`config.mk`:
```
export PLATFORM = sky130hd
export DESIGN_NAME = fpalu_arb_flat
export DESIGN_NICKNAME = d
export VERILOG_FILES = /design/src/rtl/fpalu_arb_if.sv /design/src/rtl/fpalu_arb.sv /design/src/flat_wrapper.sv
export SDC_FILE = /design/constraint.sdc
export NUM_CORES = 1
export LEC_CHECK = 0
export ABC_CLOCK_PERIOD_IN_PS = 1300
export BUFFER_PORTS_ARGS = -buffer_cell sky130_fd_sc_hd__buf_2
export CAP_MARGIN = 10
export CORE_MARGIN = 2
export CORE_UTILIZATION = 40
export CTS_BUF_LIST = sky130_fd_sc_hd__clkbuf_8
export DETAILED_ROUTE_END_ITERATION = 8
export PLACE_DENSITY = 0.78
export SLEW_MARGIN = 10
export SYNTH_ARGS = -nofsm -noshare
export SYNTH_HDL_FRONTEND = slang
export SYNTH_SLANG_ARGS = --single-unit
```
`constraint.sdc`:
```
create_clock -name clk -period 1.3 [get_ports clk]
set_clock_uncertainty 0.05 [all_clocks]
set_input_delay 0.325 -clock clk [delete_from_list [all_inputs] [get_ports clk]]
set_output_delay 0.325 -clock clk [all_outputs]
set_load 0.05 [all_outputs]
```
`src/rtl/fpalu_arb_if.sv`:
```
// -----------------------------------------------------------------------------
// fpalu_arb_if
// Bundle of every non-clock signal around the FPALU round-robin scheduler.
//   sched_en          : global grant enable
//   req0_* / req1_*   : requester ports (vld/rdy handshake, opcode, operands A/B
//                       in unified format sign/6-bit exp/22-bit mantissa, tag)
//   alu_a_* / alu_b_* : registered operands driven to the FPALU
//   alu_add_muln      : registered opcode driven to the FPALU (1 = add)
//   alu_y_*           : FPALU result
//   rsp_*             : tagged response bus (single-cycle rsp_vld, no backpressure)
//   busy              : an op is in flight or a response is being presented
// Modport slave is the scheduler's view, master is the environment's view.
// -----------------------------------------------------------------------------
interface fpalu_arb_if #(
    parameter int TAG_W = 4
);
    logic             sched_en;

    logic             req0_vld;
    logic             req0_rdy;
    logic             req0_add_muln;
    logic             req0_a_sgn;
    logic [5:0]       req0_a_exp;
    logic [21:0]      req0_a_man_dn;
    logic             req0_b_sgn;
    logic [5:0]       req0_b_exp;
    logic [21:0]      req0_b_man_dn;
    logic [TAG_W-1:0] req0_tag;

    logic             req1_vld;
    logic             req1_rdy;
    logic             req1_add_muln;
    logic             req1_a_sgn;
    logic [5:0]       req1_a_exp;
    logic [21:0]      req1_a_man_dn;
    logic             req1_b_sgn;
    logic [5:0]       req1_b_exp;
    logic [21:0]      req1_b_man_dn;
    logic [TAG_W-1:0] req1_tag;

    logic             alu_a_sgn;
    logic [5:0]       alu_a_exp;
    logic [21:0]      alu_a_man_dn;
    logic             alu_b_sgn;
    logic [5:0]       alu_b_exp;
    logic [21:0]      alu_b_man_dn;
    logic             alu_add_muln;

    logic             alu_y_sgn;
    logic [5:0]       alu_y_exp;
    logic [21:0]      alu_y_man_dn;

    logic             rsp_vld;
    logic             rsp_id;
    logic [TAG_W-1:0] rsp_tag;
    logic             rsp_y_sgn;
    logic [5:0]       rsp_y_exp;
    logic [21:0]      rsp_y_man_dn;
    logic             busy;

    modport slave (
        input  sched_en,
        input  req0_vld, req0_add_muln, req0_a_sgn, req0_a_exp, req0_a_man_dn,
               req0_b_sgn, req0_b_exp, req0_b_man_dn, req0_tag,
        output req0_rdy,
        input  req1_vld, req1_add_muln, req1_a_sgn, req1_a_exp, req1_a_man_dn,
               req1_b_sgn, req1_b_exp, req1_b_man_dn, req1_tag,
        output req1_rdy,
        output alu_a_sgn, alu_a_exp, alu_a_man_dn,
               alu_b_sgn, alu_b_exp, alu_b_man_dn, alu_add_muln,
        input  alu_y_sgn, alu_y_exp, alu_y_man_dn,
        output rsp_vld, rsp_id, rsp_tag, rsp_y_sgn, rsp_y_exp, rsp_y_man_dn,
        output busy
    );

    modport master (
        output sched_en,
        output req0_vld, req0_add_muln, req0_a_sgn, req0_a_exp, req0_a_man_dn,
               req0_b_sgn, req0_b_exp, req0_b_man_dn, req0_tag,
        input  req0_rdy,
        output req1_vld, req1_add_muln, req1_a_sgn, req1_a_exp, req1_a_man_dn,
               req1_b_sgn, req1_b_exp, req1_b_man_dn, req1_tag,
        input  req1_rdy,
        input  alu_a_sgn, alu_a_exp, alu_a_man_dn,
               alu_b_sgn, alu_b_exp, alu_b_man_dn, alu_add_muln,
        output alu_y_sgn, alu_y_exp, alu_y_man_dn,
        input  rsp_vld, rsp_id, rsp_tag, rsp_y_sgn, rsp_y_exp, rsp_y_man_dn,
        input  busy
    );
endinterface

```
`src/rtl/fpalu_arb.sv`:
```
// -----------------------------------------------------------------------------
// fpalu_arb
// Two-port round-robin scheduler sharing one fixed-latency FPALU.
//   clk   : rising-edge clock
//   rst_n : asynchronous active-low reset
//   bus   : fpalu_arb_if.slave (requests, FPALU operands/result, responses)
// Parameters:
//   LAT   : FPALU latency in edges from operands driven to result valid (1..8)
//   TAG_W : request tag width
// At most one request is accepted per cycle. The accepted operands are held in
// the alu_* registers until the next acceptance; a LAT+1 deep {vld,id,tag} pipe
// follows each op so that its result is captured into the response registers
// one edge after the FPALU delivers it.
// -----------------------------------------------------------------------------
module fpalu_arb #(
    parameter int LAT   = 1,
    parameter int TAG_W = 4
) (
    input  logic       clk,
    input  logic       rst_n,
    fpalu_arb_if.slave bus
);

    // grant / acceptance
    logic             gnt0_s;
    logic             gnt1_s;
    logic             accept_s;
    logic             acc_id_s;
    logic             prio_r;

    // operand set of the granted requester
    logic             sel_add_muln_s;
    logic             sel_a_sgn_s;
    logic [5:0]       sel_a_exp_s;
    logic [21:0]      sel_a_man_s;
    logic             sel_b_sgn_s;
    logic [5:0]       sel_b_exp_s;
    logic [21:0]      sel_b_man_s;
    logic [TAG_W-1:0] sel_tag_s;

    // FPALU operand registers
    logic             alu_add_muln_r;
    logic             alu_a_sgn_r;
    logic [5:0]       alu_a_exp_r;
    logic [21:0]      alu_a_man_r;
    logic             alu_b_sgn_r;
    logic [5:0]       alu_b_exp_r;
    logic [21:0]      alu_b_man_r;

    // in-flight tracking pipe, stage 0 is loaded at the acceptance edge
    logic [LAT:0]     pipe_vld_r;
    logic [LAT:0]     pipe_id_r;
    logic [TAG_W-1:0] pipe_tag_r [0:LAT];

    // response registers
    logic             rsp_vld_r;
    logic             rsp_id_r;
    logic [TAG_W-1:0] rsp_tag_r;
    logic             rsp_y_sgn_r;
    logic [5:0]       rsp_y_exp_r;
    logic [21:0]      rsp_y_man_r;
    logic             busy_r;

    // Round-robin grant: prio wins a tie, a lone requester always wins
    always_comb begin
        gnt0_s = 1'b0;
        gnt1_s = 1'b0;
        if (bus.sched_en) begin
            if (bus.req0_vld && bus.req1_vld) begin
                if (prio_r) begin
                    gnt1_s = 1'b1;
                end else begin
                    gnt0_s = 1'b1;
                end
            end else if (bus.req0_vld) begin
                gnt0_s = 1'b1;
            end else if (bus.req1_vld) begin
                gnt1_s = 1'b1;
            end else begin
                gnt0_s = 1'b0;
                gnt1_s = 1'b0;
            end
        end else begin
            gnt0_s = 1'b0;
            gnt1_s = 1'b0;
        end
    end

    assign accept_s     = gnt0_s | gnt1_s;
    assign acc_id_s     = gnt1_s;
    assign bus.req0_rdy = gnt0_s;
    assign bus.req1_rdy = gnt1_s;

    // Operand mux driven by the winning requester id
    always_comb begin
        sel_add_muln_s = bus.req0_add_muln;
        sel_a_sgn_s    = bus.req0_a_sgn;
        sel_a_exp_s    = bus.req0_a_exp;
        sel_a_man_s    = bus.req0_a_man_dn;
        sel_b_sgn_s    = bus.req0_b_sgn;
        sel_b_exp_s    = bus.req0_b_exp;
        sel_b_man_s    = bus.req0_b_man_dn;
        sel_tag_s      = bus.req0_tag;
        if (acc_id_s) begin
            sel_add_muln_s = bus.req1_add_muln;
            sel_a_sgn_s    = bus.req1_a_sgn;
            sel_a_exp_s    = bus.req1_a_exp;
            sel_a_man_s    = bus.req1_a_man_dn;
            sel_b_sgn_s    = bus.req1_b_sgn;
            sel_b_exp_s    = bus.req1_b_exp;
            sel_b_man_s    = bus.req1_b_man_dn;
            sel_tag_s      = bus.req1_tag;
        end else begin
            sel_add_muln_s = bus.req0_add_muln;
            sel_a_sgn_s    = bus.req0_a_sgn;
            sel_a_exp_s    = bus.req0_a_exp;
            sel_a_man_s    = bus.req0_a_man_dn;
            sel_b_sgn_s    = bus.req0_b_sgn;
            sel_b_exp_s    = bus.req0_b_exp;
            sel_b_man_s    = bus.req0_b_man_dn;
            sel_tag_s      = bus.req0_tag;
        end
    end

    // Priority pointer and FPALU operand registers; both update only on acceptance
    always_ff @(posedge clk or negedge rst_n) begin
        if (!rst_n) begin
            prio_r         <= 1'b0;
            alu_add_muln_r <= 1'b0;
            alu_a_sgn_r    <= 1'b0;
            alu_a_exp_r    <= 6'd0;
            alu_a_man_r    <= 22'd0;
            alu_b_sgn_r    <= 1'b0;
            alu_b_exp_r    <= 6'd0;
            alu_b_man_r    <= 22'd0;
        end else if (accept_s) begin
            prio_r         <= ~acc_id_s;
            alu_add_muln_r <= sel_add_muln_s;
            alu_a_sgn_r    <= sel_a_sgn_s;
            alu_a_exp_r    <= sel_a_exp_s;
            alu_a_man_r    <= sel_a_man_s;
            alu_b_sgn_r    <= sel_b_sgn_s;
            alu_b_exp_r    <= sel_b_exp_s;
            alu_b_man_r    <= sel_b_man_s;
        end else begin
            prio_r         <= prio_r;
            alu_add_muln_r <= alu_add_muln_r;
            alu_a_sgn_r    <= alu_a_sgn_r;
            alu_a_exp_r    <= alu_a_exp_r;
            alu_a_man_r    <= alu_a_man_r;
            alu_b_sgn_r    <= alu_b_sgn_r;
            alu_b_exp_r    <= alu_b_exp_r;
            alu_b_man_r    <= alu_b_man_r;
        end
    end

    // Tracking pipe: free-running shift, never stalls; id/tag only matter when vld
    always_ff @(posedge clk or negedge rst_n) begin
        if (!rst_n) begin
            pipe_vld_r <= '0;
            pipe_id_r  <= '0;
            for (int i = 0; i <= LAT; i++) begin
                pipe_tag_r[i] <= '0;
            end
        end else begin
            pipe_vld_r    <= {pipe_vld_r[LAT-1:0], accept_s};
            pipe_id_r     <= {pipe_id_r[LAT-1:0], acc_id_s};
            pipe_tag_r[0] <= sel_tag_s;
            for (int i = 1; i <= LAT; i++) begin
                pipe_tag_r[i] <= pipe_tag_r[i-1];
            end
        end
    end

    // Response capture when the op at the pipe tail has its FPALU result ready.
    // busy_r is the registered form of (any pipe vld | rsp_vld) for the next cycle.
    always_ff @(posedge clk or negedge rst_n) begin
        if (!rst_n) begin
            rsp_vld_r   <= 1'b0;
            rsp_id_r    <= 1'b0;
            rsp_tag_r   <= '0;
            rsp_y_sgn_r <= 1'b0;
            rsp_y_exp_r <= 6'd0;
            rsp_y_man_r <= 22'd0;
            busy_r      <= 1'b0;
        end else begin
            rsp_vld_r <= pipe_vld_r[LAT];
            busy_r    <= accept_s | (|pipe_vld_r);
            if (pipe_vld_r[LAT]) begin
                rsp_id_r    <= pipe_id_r[LAT];
                rsp_tag_r   <= pipe_tag_r[LAT];
                rsp_y_sgn_r <= bus.alu_y_sgn;
                rsp_y_exp_r <= bus.alu_y_exp;
                rsp_y_man_r <= bus.alu_y_man_dn;
            end else begin
                rsp_id_r    <= rsp_id_r;
                rsp_tag_r   <= rsp_tag_r;
                rsp_y_sgn_r <= rsp_y_sgn_r;
                rsp_y_exp_r <= rsp_y_exp_r;
                rsp_y_man_r <= rsp_y_man_r;
            end
        end
    end

    assign bus.alu_add_muln = alu_add_muln_r;
    assign bus.alu_a_sgn    = alu_a_sgn_r;
    assign bus.alu_a_exp    = alu_a_exp_r;
    assign bus.alu_a_man_dn = alu_a_man_r;
    assign bus.alu_b_sgn    = alu_b_sgn_r;
    assign bus.alu_b_exp    = alu_b_exp_r;
    assign bus.alu_b_man_dn = alu_b_man_r;

    assign bus.rsp_vld      = rsp_vld_r;
    assign bus.rsp_id       = rsp_id_r;
    assign bus.rsp_tag      = rsp_tag_r;
    assign bus.rsp_y_sgn    = rsp_y_sgn_r;
    assign bus.rsp_y_exp    = rsp_y_exp_r;
    assign bus.rsp_y_man_dn = rsp_y_man_r;
    assign bus.busy         = busy_r;

endmodule

```
`src/flat_wrapper.sv`:
```
// flat-port wrapper written by rule: the top's interface ports become plain ports
module fpalu_arb_flat 
#(
    parameter int LAT   = 1,
    parameter int TAG_W = 4
)
  (clk, rst_n, bus_sched_en, bus_req0_vld, bus_req0_add_muln, bus_req0_a_sgn, bus_req0_a_exp, bus_req0_a_man_dn, bus_req0_b_sgn, bus_req0_b_exp, bus_req0_b_man_dn, bus_req0_tag, bus_req0_rdy, bus_req1_vld, bus_req1_add_muln, bus_req1_a_sgn, bus_req1_a_exp, bus_req1_a_man_dn, bus_req1_b_sgn, bus_req1_b_exp, bus_req1_b_man_dn, bus_req1_tag, bus_req1_rdy, bus_alu_a_sgn, bus_alu_a_exp, bus_alu_a_man_dn, bus_alu_b_sgn, bus_alu_b_exp, bus_alu_b_man_dn, bus_alu_add_muln, bus_alu_y_sgn, bus_alu_y_exp, bus_alu_y_man_dn, bus_rsp_vld, bus_rsp_id, bus_rsp_tag, bus_rsp_y_sgn, bus_rsp_y_exp, bus_rsp_y_man_dn, bus_busy);
  fpalu_arb_if #(.TAG_W(TAG_W)) bus_i ();
  input  logic clk;
  input  logic rst_n;
  input wire logic [$bits(bus_i.sched_en)-1:0] bus_sched_en;
  input wire logic [$bits(bus_i.req0_vld)-1:0] bus_req0_vld;
  input wire logic [$bits(bus_i.req0_add_muln)-1:0] bus_req0_add_muln;
  input wire logic [$bits(bus_i.req0_a_sgn)-1:0] bus_req0_a_sgn;
  input wire logic [$bits(bus_i.req0_a_exp)-1:0] bus_req0_a_exp;
  input wire logic [$bits(bus_i.req0_a_man_dn)-1:0] bus_req0_a_man_dn;
  input wire logic [$bits(bus_i.req0_b_sgn)-1:0] bus_req0_b_sgn;
  input wire logic [$bits(bus_i.req0_b_exp)-1:0] bus_req0_b_exp;
  input wire logic [$bits(bus_i.req0_b_man_dn)-1:0] bus_req0_b_man_dn;
  input wire logic [$bits(bus_i.req0_tag)-1:0] bus_req0_tag;
  output wire logic [$bits(bus_i.req0_rdy)-1:0] bus_req0_rdy;
  input wire logic [$bits(bus_i.req1_vld)-1:0] bus_req1_vld;
  input wire logic [$bits(bus_i.req1_add_muln)-1:0] bus_req1_add_muln;
  input wire logic [$bits(bus_i.req1_a_sgn)-1:0] bus_req1_a_sgn;
  input wire logic [$bits(bus_i.req1_a_exp)-1:0] bus_req1_a_exp;
  input wire logic [$bits(bus_i.req1_a_man_dn)-1:0] bus_req1_a_man_dn;
  input wire logic [$bits(bus_i.req1_b_sgn)-1:0] bus_req1_b_sgn;
  input wire logic [$bits(bus_i.req1_b_exp)-1:0] bus_req1_b_exp;
  input wire logic [$bits(bus_i.req1_b_man_dn)-1:0] bus_req1_b_man_dn;
  input wire logic [$bits(bus_i.req1_tag)-1:0] bus_req1_tag;
  output wire logic [$bits(bus_i.req1_rdy)-1:0] bus_req1_rdy;
  output wire logic [$bits(bus_i.alu_a_sgn)-1:0] bus_alu_a_sgn;
  output wire logic [$bits(bus_i.alu_a_exp)-1:0] bus_alu_a_exp;
  output wire logic [$bits(bus_i.alu_a_man_dn)-1:0] bus_alu_a_man_dn;
  output wire logic [$bits(bus_i.alu_b_sgn)-1:0] bus_alu_b_sgn;
  output wire logic [$bits(bus_i.alu_b_exp)-1:0] bus_alu_b_exp;
  output wire logic [$bits(bus_i.alu_b_man_dn)-1:0] bus_alu_b_man_dn;
  output wire logic [$bits(bus_i.alu_add_muln)-1:0] bus_alu_add_muln;
  input wire logic [$bits(bus_i.alu_y_sgn)-1:0] bus_alu_y_sgn;
  input wire logic [$bits(bus_i.alu_y_exp)-1:0] bus_alu_y_exp;
  input wire logic [$bits(bus_i.alu_y_man_dn)-1:0] bus_alu_y_man_dn;
  output wire logic [$bits(bus_i.rsp_vld)-1:0] bus_rsp_vld;
  output wire logic [$bits(bus_i.rsp_id)-1:0] bus_rsp_id;
  output wire logic [$bits(bus_i.rsp_tag)-1:0] bus_rsp_tag;
  output wire logic [$bits(bus_i.rsp_y_sgn)-1:0] bus_rsp_y_sgn;
  output wire logic [$bits(bus_i.rsp_y_exp)-1:0] bus_rsp_y_exp;
  output wire logic [$bits(bus_i.rsp_y_man_dn)-1:0] bus_rsp_y_man_dn;
  output wire logic [$bits(bus_i.busy)-1:0] bus_busy;
  assign bus_i.sched_en = bus_sched_en;
  assign bus_i.req0_vld = bus_req0_vld;
  assign bus_i.req0_add_muln = bus_req0_add_muln;
  assign bus_i.req0_a_sgn = bus_req0_a_sgn;
  assign bus_i.req0_a_exp = bus_req0_a_exp;
  assign bus_i.req0_a_man_dn = bus_req0_a_man_dn;
  assign bus_i.req0_b_sgn = bus_req0_b_sgn;
  assign bus_i.req0_b_exp = bus_req0_b_exp;
  assign bus_i.req0_b_man_dn = bus_req0_b_man_dn;
  assign bus_i.req0_tag = bus_req0_tag;
  assign bus_req0_rdy = bus_i.req0_rdy;
  assign bus_i.req1_vld = bus_req1_vld;
  assign bus_i.req1_add_muln = bus_req1_add_muln;
  assign bus_i.req1_a_sgn = bus_req1_a_sgn;
  assign bus_i.req1_a_exp = bus_req1_a_exp;
  assign bus_i.req1_a_man_dn = bus_req1_a_man_dn;
  assign bus_i.req1_b_sgn = bus_req1_b_sgn;
  assign bus_i.req1_b_exp = bus_req1_b_exp;
  assign bus_i.req1_b_man_dn = bus_req1_b_man_dn;
  assign bus_i.req1_tag = bus_req1_tag;
  assign bus_req1_rdy = bus_i.req1_rdy;
  assign bus_alu_a_sgn = bus_i.alu_a_sgn;
  assign bus_alu_a_exp = bus_i.alu_a_exp;
  assign bus_alu_a_man_dn = bus_i.alu_a_man_dn;
  assign bus_alu_b_sgn = bus_i.alu_b_sgn;
  assign bus_alu_b_exp = bus_i.alu_b_exp;
  assign bus_alu_b_man_dn = bus_i.alu_b_man_dn;
  assign bus_alu_add_muln = bus_i.alu_add_muln;
  assign bus_i.alu_y_sgn = bus_alu_y_sgn;
  assign bus_i.alu_y_exp = bus_alu_y_exp;
  assign bus_i.alu_y_man_dn = bus_alu_y_man_dn;
  assign bus_rsp_vld = bus_i.rsp_vld;
  assign bus_rsp_id = bus_i.rsp_id;
  assign bus_rsp_tag = bus_i.rsp_tag;
  assign bus_rsp_y_sgn = bus_i.rsp_y_sgn;
  assign bus_rsp_y_exp = bus_i.rsp_y_exp;
  assign bus_rsp_y_man_dn = bus_i.rsp_y_man_dn;
  assign bus_busy = bus_i.busy;
  fpalu_arb #(.LAT(LAT), .TAG_W(TAG_W)) u_core (.clk(clk), .rst_n(rst_n), .bus(bus_i));
endmodule
```
==> Word level (Yosys, flattened, before mapping) <==
Index checks and enable logic that the tools add are counted.
{ "word_totals": {"word_cells": 41, "output_inout_bits": 97, "regBits": 108, "inputBits": 160} }
{ "op_classes": {"n_mux": 17, "bitwise_logic": 3, "n_reduce_logical": 2} }
{ "ops": {"columns": ["op", "count"], "rows": [
  ["22-bit 2-to-1 mux", 2],
  ["1-bit 2-to-1 mux", 12],
  ["6-bit 2-to-1 mux", 2],
  ["4-bit 2-to-1 mux", 1],
  ["1-bit bitwise OR", 2],
  ["2-bit OR reduction", 1],
  ["1-bit logical AND", 1],
  ["1-bit NOT", 1]
]} }

==> Depth between registers and ports, before layout <==
{ "depth": {"word_depth": 6, "mapped_depth": 6, "mapped_depth_nobuf": 3} }

==> Worst setup path before layout <==
Ideal clock, no wire load.
{ "synth_path": {"path_type": "register to register", "startpoint": "reg u_core.prio_r", "endpoint": "reg u_core.pipe_tag_r[4] (netlist name)", "path_buffers": 0, "arrival_ns": 1.469, "path_stages_with_launch": 4, "setup_ns": 0.127, "period_less_slack_ns": 1.646, "t_required_ns": 1.123, "path_slack_ns": -0.346, "cell_sequence": "dfrtp_1 > and2b_4 > nor2_2 > mux2_1"} }
{ "synth_via": {"elab_chain_cells": 4} }
{ "synth_rtl": {"columns": ["element", "line_no", "source"], "rows": [
  ["start: declaration", "fpalu_arb.sv:29", "logic prio_r;"],
  ["start signal: assignment", "fpalu_arb.sv:137", "prio_r <= ~acc_id_s;"],
  ["start signal: assignment", "fpalu_arb.sv:146", "prio_r <= prio_r;"],
  ["1-bit 2-to-1 mux", "fpalu_arb.sv:70", "if (prio_r) begin"],
  ["1-bit 2-to-1 mux", "fpalu_arb.sv:69", "if (bus.req0_vld && bus.req1_vld) begin"],
  ["1-bit 2-to-1 mux", "fpalu_arb.sv:68", "if (bus.sched_en) begin"],
  ["named net bus_req1_rdy", "flat_wrapper.sv:31", "output wire logic [$bits(bus_i.req1_rdy)-1:0] bus_req1_rdy;"],
  ["4-bit 2-to-1 mux", "fpalu_arb.sv:104", "if (acc_id_s) begin"],
  ["named net u_core.sel_tag_s[0]", "fpalu_arb.sv:39", "logic [TAG_W-1:0] sel_tag_s;"],
  ["end signal: indexed assignment", "fpalu_arb.sv:170", "pipe_tag_r[i] <= pipe_tag_r[i-1];"],
  ["end: declaration", "fpalu_arb.sv:53", "logic [TAG_W-1:0] pipe_tag_r [0:LAT];"]
]} }
The timed path passes the listed nets, and every way through them passes these cells.
A chain may end at the register's enable or synchronous reset.

==> Final worst setup path <==
{ "layout_path": {"startpoint": "reg u_core.prio_r", "endpoint": "out bus_req1_rdy"} }
{ "layout_via": {"elab_chain_cells": 3} }
{ "layout_rtl": {"columns": ["element", "line_no"], "rows": [
  ["1-bit 2-to-1 mux", "fpalu_arb.sv:70"],
  ["1-bit 2-to-1 mux", "fpalu_arb.sv:69"],
  ["1-bit 2-to-1 mux", "fpalu_arb.sv:68"],
  ["end: declaration", "flat_wrapper.sv:31"]
]} }
Every way passes these cells.

==> results.tsv <==
metric	value	unit
kind of launch point of the worst setup path	flip-flop	
post-DP HPWL	9.69	mm
main combinational cell family by area after synthesis	compound AO/OA/AOI/OAI gates	
FFs w/ async S/R, synth	1.00	
top post-synthesis cells by count	dfrtp_1, a31oi_1, nand3_1, nor2_1, o21ai_1	
Total Wirelength	17.8	mm
Clock power frac	0.191	
Site Rows	39	
Arr. time, crit path	1250	ps
gr usage total	0.262	
core area	11300	µm²
CP Capture Type	output pin	
initial antenna violation count	0	
Fin. Hold Viols	0	
Die Ht	111	µm
Worst-path clk slew	110	ps
count leader, synth	dfrtp_1	
final worst path period need	1630	ps
syn_nets	596	
area fraction in compound gates after synthesis	0.148	
multi-input logic area	1910	µm²
dpl cell area	6160	µm²
status	finished, violations left	
CP Cell Sequence	and2b_4, nor2_4, buf_8	
IO Pins	257	
CTS H-tree lvls	3	
post-route ant nets	0	
Crit Path Class	reg -> out	
max_cap viols	0	
prevailing post-synth register cell	dfrtp_1	
Synth area leader	dfrtp_1	
switching fraction of total power	0.391	
top cells by area, synth	dfrtp_1, mux2_2, a31oi_1	
worst skew pair latency	370	ps
Inserted Diodes	0	
setup slack after layout	-329	ps
WP buf/inv	1	
Net Sw Power	4.25	mW
Num CTS Buffers	9	
Nets	907	
worst-path fanout max	2	
area share of the largest cell type after synthesis	0.588	
number of global-route vias before repair	4847	
WL per Instance	19.9	µm
register share of total power	0.383	
Largest stage delay, worst path	370	ps
crit-path leading delay family	flip-flops	
Final setup viols	152	
share of layout cells above drive strength 1	0.595	
RSZ-0062 raised after global routing	true	
worst-margin pin slew	653	ps
internal power	6.61	mW
Final period util	1.25	
syn_area_per_cell	10.5	µm²
Die Wd	111	µm
Filler Cell Count	739	
post-synthesis cell count	436	
Fmax	614	MHz
Final Util	0.692	
part of the Yosys area used for sequential elements	0.588	
Synth Area in Adders	0	
largest net degree at the start of global routing	44	
max_slew headroom	0.565	
Hold WC Path Type	in -> reg	
Pre-Repair DR Iteration Count	5	
Max IR drop VDD	0.000888	V
routed via count	5000	
PD cells	1390	nW/µm²
combinational power share	0.426	
Worst Hold Slack	126	ps
CTS tree	done	
Netlist cell types	20	
initial core utilization	0.406	
failing checks	setup timing	
final instance area	7840	µm²
PortBufs	256	
CTS Buffer Depth	2	
max-slew violation count	0	
Synth Cell Area	4600	µm²
first-iteration detailed-routing DRC count	440	
xor and xnor area share after synthesis	0	
# DRC	0	
Root Driver	clkbuf_8	
Worst Path Required	930	ps
GRT overflow	0	
mux contribution to synthesized area	0.0931	
vias per cell	5.59	
synthesis-to-layout area growth	70.5	%
CTS Sinks	108	
Worst R2R Setup Slack	-300	ps
first-pass GRT wire length	25.7	mm
number of synthesized flops with an enable pin	0	
Lkg Pwr	3.61	nW
die footprint	12400	µm²
post-synthesis simple-gate area fraction	0.123	
routability-driven placement congestion ratio	0.858	
slowest cell on the critical path	dfrtp_1	
Warnings, synthesis	0	
Seq. cell area	2700	µm²
Yosys reg bits	108	
==> final timing paths <==
path,start,end,cells after the start
max in group asynchronous,rst_n,u_core.pipe_vld_r[0],3
min reg2reg,u_core.pipe_tag_r[6],u_core.pipe_tag_r[2],0
min,bus_req0_tag[3],u_core.pipe_tag_r[7],2
min in group asynchronous,rst_n,u_core.bus.alu_a_man_dn[0],2
max,u_core.prio_r,bus_req1_rdy,3
max reg2reg,u_core.prio_r,u_core.bus.alu_b_man_dn[8],7
==> cell type report <==
cell class | count | area share
Clock buffer | 9 | 0.0158
Clock inverter | 6 | 0.00814
Multi-Input combinational cell | 285 | 0.243
Sequential cell | 108 | 0.345
Tap cell | 143 | 0.0228
Timing Repair Buffer | 343 | 0.365
==> state kept, by name (all words and copies together), names as in the netlist, 2 cells and up <==
register / flops
u_core.bus.alu_a_man_dn: 22
u_core.pipe_id_r: 2
u_core.bus.rsp_tag: 4
u_core.bus.alu_b_exp: 6
u_core.pipe_vld_r: 2
u_core.bus.rsp_y_exp: 6
u_core.bus.alu_b_man_dn: 22
u_core.pipe_tag_r: 8
u_core.bus.alu_a_exp: 6
u_core.bus.rsp_y_man_dn: 22
==> per-layer routing <==
metal | wire length [µm] | GRT usage | up-vias
li1 | - | - | 2205
met1 | 6800 | 0.329 | 2421
met2 | 9100 | 0.450 | 318
met3 | 1370 | 0.0530 | 56
met4 | 487 | 0.0938 | 0
met5 | 0 | 0 | -
==> timing repair <==
item | in CTS | in global routing
hold endpoints to repair | 108 | 0
gates resized for setup | 250 | 55
endpoints found under the setup margin | 160 | 160
gates cloned | 7 | 1
hold buffers | 1 | 0
setup buffers | 30 | 29
pin swaps | 53 | 35
==> cells by family (layout without fill, tap and decap cells) <==
logic type             after synthesis  count (layout)
muxes                               38              38
buffers and inverters               43             358
and+or+nand+nor                    126             126
AOI/OAI and AO/OA                  121             121
DFF                                108             108
==> power groups by stage <==
stage | clock network (mW) | logic [mW] | registers, mW
after floorplan | 0 | 0.806 | 5.53
after global placement | 0 | 3.24 | 4.07
after detailed placement | 0 | 3.30 | 4.09
after CTS | 2.08 | 4.34 | 4.12
after global routing | 2.24 | 4.82 | 4.20
final | 2.08 | 4.63 | 4.16
==> cells in the final DEF, fill, tap and decap left out, types with 2 or more instances in the layout <==
cell / instances
o21ai_2: 45
nor2_1: 59
o21ai_4: 3
buf_8: 6
nand2_1: 2
buf_12: 14
inv_6: 2
nand3_1: 59
dfrtp_1: 108
mux2_2: 34
buf_6: 101
buf_4: 59
o21ai_1: 11
buf_2: 158
clkbuf_8: 9
mux2_1: 3
buf_16: 3
a31oi_1: 58
==> stage by stage <==
stage                     power (mW)  setup WS (ps)  setup TNS (ps)  cells
after global placement          7.31           -106           -5170    818
after CTS                       10.5           -335          -15190    871
final                           10.9           -329          -14730    894
after floorplan                 6.34           -151            -640    436
after detailed placement        7.39           -172           -7590    818
after global routing            11.3           -381          -22540    894
No activity file was read; power rests on OpenSTA's default activity.
